File: config.mk
export PLATFORM = sky130hd
export DESIGN_NAME = mem_stall_responder
export DESIGN_NICKNAME = d
export VERILOG_FILES = /design/src/rtl/mem_stall_responder.sv
export SDC_FILE = /design/constraint.sdc
export NUM_CORES = 2
export LEC_CHECK = 0
export BUFFER_PORTS_ARGS = -buffer_cell sky130_fd_sc_hd__buf_2
export CORE_AREA = 3 3 477 574
export DETAILED_ROUTE_END_ITERATION = 8
export DIE_AREA = 0 0 480 577
export MAX_ROUTING_LAYER = met4
export PLACE_DENSITY = 0.76
export RECOVER_POWER = 50
export SYNTH_ARGS = -nofsm -noshare
export SYNTH_HDL_FRONTEND = slang
export SYNTH_SLANG_ARGS = --single-unit
File: constraint.sdc
create_clock -name clk -period 5.3 [get_ports clk]
set_clock_uncertainty 0.2 [all_clocks]
set_input_delay 1.06 -clock clk [delete_from_list [all_inputs] [get_ports clk]]
set_output_delay 1.06 -clock clk [all_outputs]
set_load 0.005 [all_outputs]
File: src/rtl/mem_stall_responder.sv
// Multi-cycle memory responder: accepts one read/write at a time, stalls the
// requester for LATENCY cycles, then pulses Done (with read data for reads).
module mem_stall_responder #(
  parameter int LATENCY    = 4,
  parameter int DEPTH_LOG2 = 8
) (
  input  logic        clk,
  input  logic        rst,
  input  logic        Rd,
  input  logic        Wr,
  input  logic [15:0] Addr,
  input  logic [15:0] DataIn,
  output logic [15:0] DataOut,
  output logic        Stall,
  output logic        Done,
  output logic        err
);

  typedef enum logic [1:0] {
    IDLE = 2'd0,
    BUSY = 2'd1,
    DONE = 2'd2
  } state_t;

  localparam logic [3:0] CNT_LOAD = 4'(LATENCY - 1);

  state_t                r_state;
  state_t                w_next;
  logic [3:0]            r_cnt;
  logic                  r_is_wr;
  logic [DEPTH_LOG2-1:0] r_idx;
  logic [15:0]           r_wdata;
  logic [15:0]           r_dout;
  logic [15:0]           r_mem [0:(1<<DEPTH_LOG2)-1];

  logic                  w_req;
  logic                  w_accept;
  logic                  w_illegal;
  logic                  w_fire;
  logic                  w_is_wr;
  logic [DEPTH_LOG2-1:0] w_idx;
  logic [15:0]           w_wdata;
  logic                  w_unused;

  assign w_req     = Rd | Wr;
  assign w_accept  = (Rd ^ Wr) & ~Addr[0];
  assign w_illegal = (Rd & Wr) | (Addr[0] & w_req);
  assign w_unused  = ^Addr;

  // With LATENCY=1 the access completes on the accept edge, so it must use
  // the live inputs rather than the latched copies.
  assign w_is_wr = (r_state == IDLE) ? Wr                     : r_is_wr;
  assign w_idx   = (r_state == IDLE) ? Addr[DEPTH_LOG2:1]     : r_idx;
  assign w_wdata = (r_state == IDLE) ? DataIn                 : r_wdata;
  assign w_fire  = ((r_state == IDLE) && w_accept && (LATENCY == 1)) ||
                   ((r_state == BUSY) && (r_cnt == 4'd1));

  always_comb begin
    w_next = r_state;
    Stall  = 1'b0;
    Done   = 1'b0;
    err    = 1'b0;
    case (r_state)
      IDLE: begin
        if (w_accept) begin
          Stall  = 1'b1;
          w_next = (LATENCY == 1) ? DONE : BUSY;
        end else if (w_illegal) begin
          err = 1'b1;
        end
      end
      BUSY: begin
        Stall = 1'b1;
        if (r_cnt == 4'd1) w_next = DONE;
      end
      DONE: begin
        Done   = 1'b1;
        w_next = IDLE;
      end
      default: w_next = IDLE;
    endcase
  end

  always_ff @(posedge clk or posedge rst) begin
    if (rst) begin
      r_state <= IDLE;
      r_cnt   <= 4'd0;
      r_is_wr <= 1'b0;
      r_idx   <= '0;
      r_wdata <= 16'd0;
      r_dout  <= 16'd0;
    end else begin
      r_state <= w_next;
      if (r_state == IDLE && w_accept) begin
        r_cnt   <= CNT_LOAD;
        r_is_wr <= Wr;
        r_idx   <= Addr[DEPTH_LOG2:1];
        r_wdata <= DataIn;
      end else if (r_state == BUSY) begin
        r_cnt <= r_cnt - 4'd1;
      end
      if (w_fire && !w_is_wr) r_dout <= r_mem[w_idx];
      // Backing store has no reset; a reset before the completion edge drops the write.
      if (w_fire && w_is_wr) r_mem[w_idx] <= w_wdata;
    end
  end

  assign DataOut = r_dout;

endmodule

==> flow_summary_export.csv <==
group,metric,value,unit
min_path,hold_class,"input pin to register",
cts,numCtsBuffers,364,
synth,netlist_instances,8663,
critical_path,required,5.86,ns
floorplanning,dieHeight,577,µm
drt,wl,422000,µm
synth,synth_cell_types,50,
place,port-buffer-count,47,
global_routing,grt_pass1_vias,87500,
synth,synth_warnings,0,
place,gp_congestion,0.957,
sta,hold_violations,0,
critical_path,cp.arrival,5.76,ns
pwr,leakagePower,53.3,nW
floorplanning,chipWidth,480,µm
synth,synth_flop_cell,"edfxtp_1",
critical_path,reg2regPathDepth,9,
sta,tightest_slew,3.37,ns
global_routing,grt_pass1_wl,603000,µm
global_routing,grt_util_all_layers,0.306,
synth,syn_avg_cell_area,17.7,µm²
synth,synth.top_cells.by_count,"4096 x edfxtp_1, 1704 x a22oi_1, 868 x a21oi_1, 367 x buf_2, 281 x nor2_1",
sta,fin_setup_tns,0,ns
sta,finalSetupViolations,0,
sta,period_needed,5.20,ns
cts,clockBufferDepth,4,
critical_path,crit_type,"register to register",
global_routing,grt-ovfl-total,0,
synth,synth-seq-cells,4143,
synth,synth_largest_area_cell,"edfxtp_1",
pwr,power.share.sequential,0.434,
drt,vias_per_cell,6.97,
cts,cts_resized,0,
job,cap_violations,16,
critical_path,crit_path_end,"DataOut[8]",
drt,ant_nets,0,
outcome,failed_checks,"capacitance limit, slew limit",
synth,ys_seq_area_frac,0.811,
sta,fmax,192,MHz
critical_path,r2r_setup_slack,0.1,ns
synth,yosysMostFrequentCell,"edfxtp_1",
floorplanning,core,269000,µm²
pwr,switchingPower,0.0338,W
sta,maxSlewHeadroom,-1.25,
cts,cts_setup_buffers,0,
cts,htree_num_levels,5,
pwr,combPwrFrac,0.300,
cts,clockRootBuffer,"clkbuf_16",
sta,maxSlewViolCount,1209,
drt,dr.pass1.iters,7,
critical_path,worst_r2r_endpoint,"DataOut[8]",
global_routing,grt_max_degree,161,
global_routing,antenna_found_initial,22,
drt,drc,0,
floorplanning,start_util,0.569,
pwr,swShare,0.343,
critical_path,worstPathMaxFanout,48,
critical_path,worstSetupStartpointType,"register",
drt,drt-initial-drc-count,15200,
synth,syn_area,153000,µm²
synth,yosysTopAreaCellShare,0.804,
layout,syn2layout_area_growth,13.0,%
floorplanning,die_area,277000,µm²
layout,instances_no_fill,13000,
cts,clock_latency,0.92,ns
pwr,p_clk_frac,0.266,
drt,via_count,90900,
pwr,totalPowerFinal,0.0984,W
pwr,p_per_area,569,nW/µm²
drt,wl_per_cell,32.3,µm
cts,clk_pin_slew,0.07,ns
cts,clock_sinks,4143,
sta,rsz0062_at_grt,"false",
cts,cts_tree,"done",
synth,synth_edf_count,4096,
layout,nets,9199,
critical_path,endpoint_kind,"register",
floorplanning,num_io_pins,55,
place,dpl.hpwl,248000,µm
layout,drive_above_1_share,0.138,
floorplanning,fp-row-count,209,
pwr,peakVddDrop,0.000765,V
synth,async_flop_share,0.0113,
synth,synthTopCellsByArea,"edfxtp_1 80%, a22oi_1 8.4%, a21oi_1 2.8%",
sta,finalCritPeriodShare,0.981,
synth,synth_fp_nets,8703,
cts,cts_hold_buf,0,
outcome,status,"complete, but fails checks",
critical_path,r2r-start,"r_state[1]",
critical_path,crit_start,"r_state[1]",
pwr,cell_internal_pwr,0.0646,W
place,dp.cells,12400,
power by group through the flow:
stage	combinational (W)	sequential, W	clock (W)
floorplan	0.0157	0.0441	0
global placement	0.0279	0.0431	0
detailed placement	0.0288	0.0431	0
CTS	0.0290	0.0424	0.0263
global route	0.0306	0.0426	0.0275
finish	0.0295	0.0426	0.0262
critical path: stages, from the launching register on:
cell and delay, ns:
dfrtp_1 0.55, nor2_8 0.46, clkbuf_1 0.86, o31ai_4 0.20, buf_12 0.24, nand2b_1 0.14, clkbuf_1 0.73, o21ai_0 0.46
or4_1 0.72, o32a_1 0.38
kinds of logic after synthesis:
kind of cell               synth area share
buffers and inverters                0.0207
AOI/OAI and AO/OA                     0.154
xor gates and xnor gates           0.000114
adders and majority gates          0.000327
DFF                                   0.811
and+or+nand+nor                      0.0138
metal layers:
| layer | routed length (µm) | vias up | global-route usage |
|---|---|---|---|
| li1 | - | 37200 | - |
| met5 | 0 | - | - |
| met2 | 204000 | 7013 | 0.479 |
| met3 | 47700 | 1298 | 0.0594 |
| met4 | 30300 | 0 | 0.183 |
| met1 | 140000 | 45400 | 0.374 |
state kept, by name (all words and copies together) (netlist names):
register and count:
r_mem 4096, DataOut 16, r_wdata 16, r_idx 8
r_cnt 4, r_state 2, r_is_wr 1
layout by cell type (no fill, tap or decap), types with 5 or more instances in the layout:
cell type / instances
bufinv_16: 37
nor4_1: 22
or4_1: 6
clkinvlp_4: 9
o41ai_1: 196
clkinv_8: 12
clkbuf_16: 366
dfrtp_1: 47
diode_2: 28
clkbuf_1: 122
nand2_4: 7
buf_12: 79
nand3_1: 5
inv_6: 6
or3_2: 8
edfxtp_1: 4096
a22o_1: 172
nand2_1: 122
clkbuf_4: 7
a22oi_1: 1704
a21oi_1: 868
a41oi_1: 56
buf_2: 35
clkbuf_2: 15
a221oi_1: 172
o22ai_1: 86
clkinv_2: 63
nand2_2: 12
clkinv_1: 62
o32a_1: 6
inv_1: 8
o21a_1: 5
nand2b_1: 9
o41ai_2: 6
nor2_1: 281
o21ai_0: 57
buf_4: 602
worst min-delay path by stage:
stage	end	slack (ns)	from	cells after the start
final	r_wdata[12]	0.17	DataIn[12]	3
after global routing	r_wdata[12]	0.17	DataIn[12]	3
after CTS	r_wdata[12]	0.13	DataIn[12]	3
after detailed placement	r_wdata[4]	0.27	r_wdata[4]	2
after global placement	r_wdata[10]	0.26	r_wdata[10]	2
after floorplan	r_wdata[0]	0.25	r_wdata[0]	2
layout make-up:
cell class	count	area [µm²]
clock inverters	198	2110
multi-input cells	3853	26000
diodes	28	70.1
clock buffers	443	9480
fillers	17100	96200
well taps	3587	4490
flip-flops and latches	4143	124000
repair buffers	789	6610
inverters	8	30.0
stage by stage:
stage / hold WS (ns) / cell area (µm²) / utilization / worst slack [ns]
after floorplan: 0.246 / 153000 / - / -0.174
after global routing: 0.171 / 173000 / 0.643 / 0.105
after CTS: 0.134 / 173000 / 0.644 / 0.313
final: 0.171 / 173000 / 0.643 / 0.0999
after detailed placement: 0.266 / 162000 / 0.600 / 0.203
after global placement: 0.262 / 162000 / 0.600 / 0.220
No activity file was read; power rests on OpenSTA's default activity.
